`config.mk`:
```
export PLATFORM = sky130hd
export DESIGN_NAME = rggen_irq_coalescer
export DESIGN_NICKNAME = d
export VERILOG_FILES = /design/src/rtl/rggen_irq_coalescer.sv
export SDC_FILE = /design/constraint.sdc
export NUM_CORES = 1
export LEC_CHECK = 0
export ABC_AREA = 0
export BUFFER_PORTS_ARGS = -buffer_cell sky130_fd_sc_hd__buf_2
export CORE_UTILIZATION = 25
export CTS_CLUSTER_DIAMETER = 150
export CTS_CLUSTER_SIZE = 28
export DETAILED_ROUTE_END_ITERATION = 8
export PLACE_DENSITY_LB_ADDON = 0.2
export RECOVER_POWER = 50
export SYNTH_ARGS = -nofsm -noshare
export SYNTH_HDL_FRONTEND = slang
export SYNTH_SLANG_ARGS = --single-unit
```
`constraint.sdc`:
```
create_clock -name i_clk -period 10 [get_ports i_clk]
set_input_delay 1 -clock i_clk [delete_from_list [all_inputs] [get_ports i_clk]]
set_output_delay 1 -clock i_clk [all_outputs]
set_load 0.01 [all_outputs]
```
`src/rtl/rggen_irq_coalescer.sv`:
```
// Interrupt coalescer for rggen status/enable fields: counts rising edges of
// enabled status bits and raises a level IRQ after a hold-off or a count threshold.

module rggen_irq_coalescer_lane (
  input  logic i_clk,
  input  logic i_rst_n,
  input  logic i_status,
  input  logic i_enable,
  output logic o_active_q,
  output logic o_rise
);
  logic active;
  logic active_q;

  assign active = i_status & i_enable;

  always_ff @(posedge i_clk or negedge i_rst_n) begin
    if (!i_rst_n) active_q <= 1'b0;
    else          active_q <= active;
  end

  // Enabling a bit whose status is already set also shows up as a rise here.
  assign o_rise     = active & ~active_q;
  assign o_active_q = active_q;
endmodule

module rggen_irq_coalescer #(
  parameter int WIDTH         = 8,
  parameter int HOLDOFF_WIDTH = 8,
  parameter int COUNT_WIDTH   = 8
) (
  input  logic                     i_clk,
  input  logic                     i_rst_n,
  input  logic [WIDTH-1:0]         i_status,
  input  logic [WIDTH-1:0]         i_enable,
  input  logic [HOLDOFF_WIDTH-1:0] i_holdoff,
  input  logic [COUNT_WIDTH-1:0]   i_threshold,
  output logic                     o_irq,
  output logic [WIDTH-1:0]         o_pending,
  output logic [COUNT_WIDTH-1:0]   o_event_count
);
  localparam int INC_W = $clog2(WIDTH + 1);
  localparam int SUM_W = ((COUNT_WIDTH > INC_W) ? COUNT_WIDTH : INC_W) + 1;
  localparam logic [COUNT_WIDTH-1:0] CNT_ONES = '1;

  typedef enum logic [1:0] {
    IDLE     = 2'd0,
    COALESCE = 2'd1,
    ASSERT   = 2'd2
  } state_e;

  state_e                   state_q, state_d;
  logic [HOLDOFF_WIDTH-1:0] timer_q, timer_d;
  logic [COUNT_WIDTH-1:0]   count_q, count_d;

  logic [WIDTH-1:0]       active;
  logic [WIDTH-1:0]       active_q;
  logic [WIDTH-1:0]       rise;
  logic                   any_active;
  logic [INC_W-1:0]       inc;
  logic [SUM_W-1:0]       sum;
  logic [COUNT_WIDTH-1:0] next_count;
  logic                   count_hit;

  assign active     = i_status & i_enable;
  assign any_active = |active;

  for (genvar g = 0; g < WIDTH; g++) begin : g_lane
    rggen_irq_coalescer_lane u_lane (
      .i_clk      (i_clk),
      .i_rst_n    (i_rst_n),
      .i_status   (i_status[g]),
      .i_enable   (i_enable[g]),
      .o_active_q (active_q[g]),
      .o_rise     (rise[g])
    );
  end

  always_comb begin
    inc = '0;
    for (int i = 0; i < WIDTH; i++) inc = inc + INC_W'(rise[i]);
  end

  // Sum is widened so a multi-bit rise can never wrap before the clamp.
  assign sum        = SUM_W'(count_q) + SUM_W'(inc);
  assign next_count = (sum > SUM_W'(CNT_ONES)) ? CNT_ONES : sum[COUNT_WIDTH-1:0];
  assign count_hit  = (i_threshold != '0) && (next_count >= i_threshold);

  always_ff @(posedge i_clk or negedge i_rst_n) begin
    if (!i_rst_n) begin
      state_q <= IDLE;
      timer_q <= '0;
      count_q <= '0;
    end else begin
      state_q <= state_d;
      timer_q <= timer_d;
      count_q <= count_d;
    end
  end

  always_comb begin
    state_d = state_q;
    timer_d = timer_q;
    count_d = count_q;
    case (state_q)
      IDLE: begin
        if (!any_active) begin
          count_d = '0;
        end else begin
          count_d = next_count;
          if ((i_holdoff == '0) || count_hit) begin
            state_d = ASSERT;
          end else begin
            state_d = COALESCE;
            timer_d = i_holdoff;
          end
        end
      end
      COALESCE: begin
        // Episode cancelled by software before the IRQ ever fired.
        if (!any_active) begin
          state_d = IDLE;
          count_d = '0;
        end else begin
          count_d = next_count;
          if ((timer_q == HOLDOFF_WIDTH'(1)) || count_hit) state_d = ASSERT;
          else                                               timer_d = timer_q - HOLDOFF_WIDTH'(1);
        end
      end
      ASSERT: begin
        if (!any_active) begin
          state_d = IDLE;
          count_d = '0;
        end else begin
          count_d = next_count;
        end
      end
      default: begin
        state_d = IDLE;
        count_d = '0;
      end
    endcase
  end

  assign o_irq         = (state_q == ASSERT);
  assign o_pending     = active_q;
  assign o_event_count = count_q;
endmodule

```
# --- Yosys cells after proc, flatten, opt, wreduce, memory -nomap -nowiden ---
# Index checks and enable logic that the tools add are counted.
totals:
  register_bits: 26
  latch_bits: 0
  ram_bits: 0
  rom_bits: 0
  inputBits: 34
  output_inout_bits: 17
  word_cells: 81
  n_memories: 0
op_classes:
  add_sub_neg: 9
  multipliers: 0
  div: 0
  order_cmp: 2
  eq_ne: 9
  shift: 0
  muxes: 14
  n_bitwise: 25
  reduce_logical: 11
ops:
  columns: ["operator", "count"]
  rows:
  - ["$mux W8", 7]
  - ["$add A4 B1 Y4", 4]
  - ["$and A1 B1 Y1", 16]
  - ["$pmux W8 S2", 1]
  - ["$mux W2", 5]
  - ["$ne A2 B2 Y1 const B", 5]
  - ["$add A8 B4 Y9", 1]
  - ["$gt A9 B8 Y1 const B", 1]
  - ["$and A8 B8 Y8", 1]
  - ["$eq A8 B1 Y1 const B", 1]
  - ["$ge A8 B8 Y1", 1]
  - ["$logic_not A8 Y1", 1]
  - ["$not A1 Y1", 8]
  - ["$reduce_bool A8 Y1", 1]
  - ["$reduce_or A8 Y1", 1]
  - ["$sub A8 B1 Y8 const B", 1]
  - ["$pmux W2 S3", 1]
  - ["$reduce_and A5 Y1", 1]
  - ["$add A3 B1 Y4", 1]
  - ["$add A2 B1 Y3", 1]
  - ["$ne A3 B3 Y1 const B", 1]
  - ["$reduce_and A3 Y1", 1]
  - ["$reduce_or A3 Y1", 1]
  - ["$add A1 B1 Y2", 1]
  - ["6 further kinds", 7]

# --- Logic depth before layout (Yosys ltp) ---
depth:
  depth_word: 18
  ltp_mapped: 19
  mapped_depth_nobuf: 19

# --- Hierarchy ---
# From an unflattened synthesis, not the netlist that was laid out.
hier_totals:
  cells_unflattened: 217
  hier_area_um2: 1971.9
by_module_without_submodules:
  columns: ["mod", "instances", "cells_each", "area_per_inst_um2", "seq_area_each_um2"]
  rows:
  - ["rggen_irq_coalescer", 1, 193, 1651.6, 450.4]
  - ["rggen_irq_coalescer_lane", 8, 3, 40.0, 25.0]

# --- Worst setup path before layout ---
# OpenSTA, ideal clock, no wires.
synth_timing:
  path_kind: "input to register"
  startpoint: "input i_status[0]"
  endpoint: "register timer_q[5]"
  setup_ns: 0.121
  arrival_ns: 5.988
  t_required_ns: 9.879
  slack_ns: 3.891
  path_stages: 19
  n_path_buf: 0
  path_cell_list: "nand2_1 > nor2_1 > fa_1 > inv_1 > fa_1 > inv_1 > fa_1 > fa_1 > fa_1 > a21o_1 > a21oi_1 > nor3_1 > or2_1 > ha_1 > and3_1 > o21ai_2 > a311oi_2 > or4_1 > a22o_1"
synth_between:
  elab_chain_len: 17
  elab_cells_between_ends: 23
  classes_between: "8 x add/sub; 2 x order compare; 4 x eq/ne; 1 x mux; 3 x bitwise; 5 x reduce/logical"
synth_rtl:
  columns: ["element", "line_no", "source"]
  rows:
  - ["start: declaration", "34", "input logic [WIDTH-1:0] i_status,"]
  - ["$and A1 B1 Y1", "15", "assign active = i_status & i_enable;"]
  - ["$and A1 B1 Y1", "23", "assign o_rise = active & ~active_q;"]
  - ["$add A1 B1 Y2", "81", "for (int i = 0; i < WIDTH; i++) inc = inc + INC_W'(rise[i]);"]
  - ["$add A2 B1 Y3", "81", null]
  - ["$add A3 B1 Y4", "81", null]
  - ["$add A4 B1 Y4 (4 in series)", "81", null]
  - ["$add A8 B4 Y9", "85", "assign sum = SUM_W'(count_q) + SUM_W'(inc);"]
  - ["$gt A9 B8 Y1", "86", "assign next_count = (sum > SUM_W'(CNT_ONES)) ? CNT_ONES : sum[COUNT_WIDTH-1:0];"]
  - ["$mux W8", "86", null]
  - ["$ge A8 B8 Y1", "87", "assign count_hit = (i_threshold != '0) && (next_count >= i_threshold);"]
  - ["$logic_and A1 B1 Y1", "87", null]
  - ["$logic_or A1 B1 Y1, on equally long branches", "126, 111", null]
  - ["$ne A2 B2 Y1 (no source line)", null, null]
  - ["$reduce_and A5 Y1 (no source line) (*)", null, null]
  - ["end signal: assignment", "96", "timer_q <= timer_d;"]
  - ["end: declaration", "53", "logic [HOLDOFF_WIDTH-1:0] timer_q, timer_d;"]
# Every way passes the cells marked *; elsewhere a longest branch is shown, timed or not.
# A chain may end at the register's enable or synchronous reset.

# --- Worst setup path after layout ---
# Ends and elaborated chain as after synthesis.

==> flow_summary_export.csv <==
group,metric,value,unit
synth,synth.mux.area_fraction,0.02244,
floorplanning,coreArea,0.007408,mm^2
synth,synth-xor-area-share,0.008974,
place,place_worst_setup_slack,3.413,ns
critical_path,critical_path_class,"in2reg",
power,power_leakage,1.210,nW
synth,synth-compound-area-share,0.1423,
clock_network,cts_resized,0,
timing,post-route-period-util,0.6231,
critical_path,crit_fanout,10,
synth,synth_adder_area_share,0.1538,
cells_and_area,utilization,0.3143,
synth,synth_simple_gate_area_share,0.2583,
cells_and_area,syn2layout_area_growth,19.29,%
job,cap_violations,0,
clock_network,path_clk_slew,0.10,ns
global_routing,grt_util_all_layers,0.1259,
critical_path,cp-start-kind,"input port",
floorplanning,pin_count,51,
global_routing,grt_pass1_wl,8238,um
floorplanning,die_w,90.36,um
timing,slew_violations,0,
clock_network,postCtsHoldBufs,0,
place,place_congestion,0.7967,
synth,synth_cells,217,
global_routing,grt_max_degree,27,
timing,finClkSkew,0.002424,ns
synth,synth_nets,272,
run_status,status,"completed",
synth,synth_top_area_frac,0.3333,
clock_network,cts_sinks,26,
drt,first_iter_violations,40,
timing,slew_headroom,0.04869,
synth,avgSynthCellArea,8.995,um^2
synth,synth_top_family_by_area,"simple AND/OR/NAND/NOR gates",
clock_network,cts_buffers,3,
floorplanning,std_cell_rows,31,
cells_and_area,nets,317,
drt,drc,0,
floorplanning,die_area,0.008165,mm^2
cells_and_area,final-seq-area,650.6,um^2
synth,synth_edf_count,0,
synth,yosys.area.top_type,"dfrtp_1",
floorplanning,dieHeight,90.36,um
cells_and_area,nFillCells,792,
power,vdd_drop_max,0.06199,mV
critical_path,cp.required,10.18,ns
timing,timing.setup.tns,0,ns
clock_network,worstSkewPairLatency,0.28,ns
power,power_density,256.2,mW/mm^2
clock_network,cts-htree-levels,1,
place,hpwl,3880,um
drt,vias_per_cell,4.700,
synth,synthFlopType,"dfrtp_1",
place,portBuffers,50,
cells_and_area,drive_gt1_frac,0.2567,
clock_network,cts_setup_buffers,0,
drt,vias,1692,
critical_path,end_kind,"flop",
timing,worstMarginPinSlew,1.427,ns
synth,synthArstFlopShare,1.000,
cells_and_area,n_antenna_cell,0,
worst_hold_path,holdCritPathClass,"reg2reg",
timing,timing.fmax,160.5,MHz
critical_path,critical_path_arrival,6.41,ns
floorplanning,start_util,0.2635,
synth,yosys_warnings,0,
timing,min_period,6.231,ns
drt,dr.pass1.iters,4,
drt,wire_per_inst,13.46,um
drt,routed_wl,4846,um
timing,finalSetupViolations,0,
global_routing,grt.overflow.total,0,
clock_network,cts-root-buf,"clkbuf_8",
synth,ys_seq_elements,26,
timing,rsz0062_at_grt,"false",
synth,seq_area_frac_synth,0.3333,
timing,whs,0.5268,ns
clock_network,cts_buffer_depth,2,
synth,synth_area,0.001952,mm^2
cells_and_area,multiInputGateArea,0.001144,mm^2
synth,ys_types,46,
global_routing,antenna_found_initial,0,
synth,synth_area_leaders,"dfrtp_1, ha_1, fa_1, inv_1, nand2_1",
clock_network,cts_tree,"done",
drt,antenna_left,0,
timing,finalHoldViolCount,0,
global_routing,grt_pass1_vias,1675,
timing,setup_ws,3.769,ns
-- final cells by class --
| class | instances | share of cell area |
|---|---|---|
| timing repair buffer | 50 | 0.1069 |
| tap | 99 | 0.05320 |
| clock inverter | 1 | 0.01290 |
| clock buffer | 3 | 0.01773 |
| multi-input combinational | 157 | 0.4911 |
| inverter | 24 | 0.03869 |
| sequential | 26 | 0.2794 |
-- through the flow --
step | area (um^2) | total power, mW | std cells
after floorplan | 1952 | 0.4214 | 217
after global placement | 2258 | 0.5127 | 356
after detailed placement | 2258 | 0.5119 | 356
after CTS | 2330 | 0.6079 | 360
after global routing | 2328 | 0.6548 | 360
final | 2328 | 0.5966 | 360
-- Yosys cell counts (all sizes together) (4+ instances only) --
| master | number |
|---|---|
| nand2 | 21 |
| ha | 16 |
| fa | 5 |
| and3b | 4 |
| buf | 9 |
| nand3 | 7 |
| nor4 | 10 |
| a21oi | 9 |
| a31oi | 4 |
| or4 | 7 |
| nor3 | 6 |
| dfrtp | 26 |
| nor2b | 5 |
| o21ai | 9 |
| nand4 | 6 |
| inv | 24 |
| nor2 | 18 |
-- where the power goes --
| part | switching [mW] | internal, mW | leakage [nW] | total [mW] |
|---|---|---|---|---|
| Combinational | 0.181 | 0.148 | 0.851 | 0.330 |
| Clock | 0.0372 | 0.0537 | 0.0357 | 0.0909 |
| Sequential | 0.0361 | 0.140 | 0.324 | 0.176 |
| Total | 0.255 | 0.342 | 1.21 | 0.597 |
-- final timing paths --
check / start / endpoint / slack [ns] / cells after the start
setup / recovery: i_status[0] / timer_q[5] / 3.77 / 20
hold / removal: timer_q[7] / timer_q[7] / 0.53 / 1
setup reg to reg: o_event_count[0] / timer_q[5] / 4.29 / 17
hold reg to reg: timer_q[7] / timer_q[7] / 0.53 / 1
max in group asynchronous: i_rst_n / o_event_count[4] / 8.14 / 1
min in group asynchronous: i_rst_n / g_lane[2].u_lane.o_active_q / 1.03 / 1
-- state kept, by name, summed over array words and instances (netlist names) --
register and flops:
state_q 2, timer_q 8, o_event_count 8, g_lane.u_lane.o_active_q 8
-- worst max-delay path, stage by stage --
cell and delay (ns):
buf_2 0.09, nand2_1 0.09, nor2_1 0.07, fa_1 0.51, inv_1 0.06, fa_1 0.52, inv_1 0.05, fa_1 0.50
fa_1 0.47, fa_1 0.41, a21o_1 0.20, a21oi_1 0.37, nor3_1 0.15, or2_1 0.25, ha_1 0.29, and3_1 0.18
o21ai_2 0.11, a311oi_2 0.24, or4_1 0.59, a22o_1 0.24
-- metal layers --
layer | vias to the layer above | GRT usage | routed length [um]
met5 | - | 0 | 0
met4 | 0 | 0.04570 | 104
li1 | 859 | - | -
met1 | 770 | 0.1705 | 2333
met2 | 51 | 0.1934 | 2175
met3 | 12 | 0.03114 | 232
-- kinds of logic after synthesis --
| group | after synthesis |
|---|---|
| xor gates and xnor gates | 2 |
| adders and majority gates | 21 |
| buffers and inverters | 34 |
| muxes | 4 |
| AOI/OAI and AO/OA | 39 |
| DFF | 26 |
| and+or+nand+nor | 91 |
-- layout by cell type, fill, tap and decap left out, types with 3 or more instances in the layout --
| cell type | netlist | layout |
|---|---|---|
| a21oi_1 | 9 | 9 |
| a22o_1 | 3 | 3 |
| a31oi_1 | 3 | 3 |
| and3b_1 | 4 | 4 |
| buf_2 | 0 | 49 |
| clkbuf_8 | 0 | 3 |
| dfrtp_1 | 26 | 26 |
| fa_1 | 5 | 5 |
| ha_1 | 16 | 16 |
| inv_1 | 23 | 23 |
| nand2_1 | 21 | 21 |
| nand2b_1 | 3 | 3 |
| nand3_1 | 7 | 7 |
| nand4_1 | 6 | 6 |
| nor2_1 | 17 | 17 |
| nor2b_1 | 5 | 5 |
| nor3_1 | 6 | 6 |
| nor4_1 | 9 | 9 |
| o21ai_0 | 8 | 8 |
| or4_1 | 5 | 5 |
No activity file was read; power rests on OpenSTA's default activity.
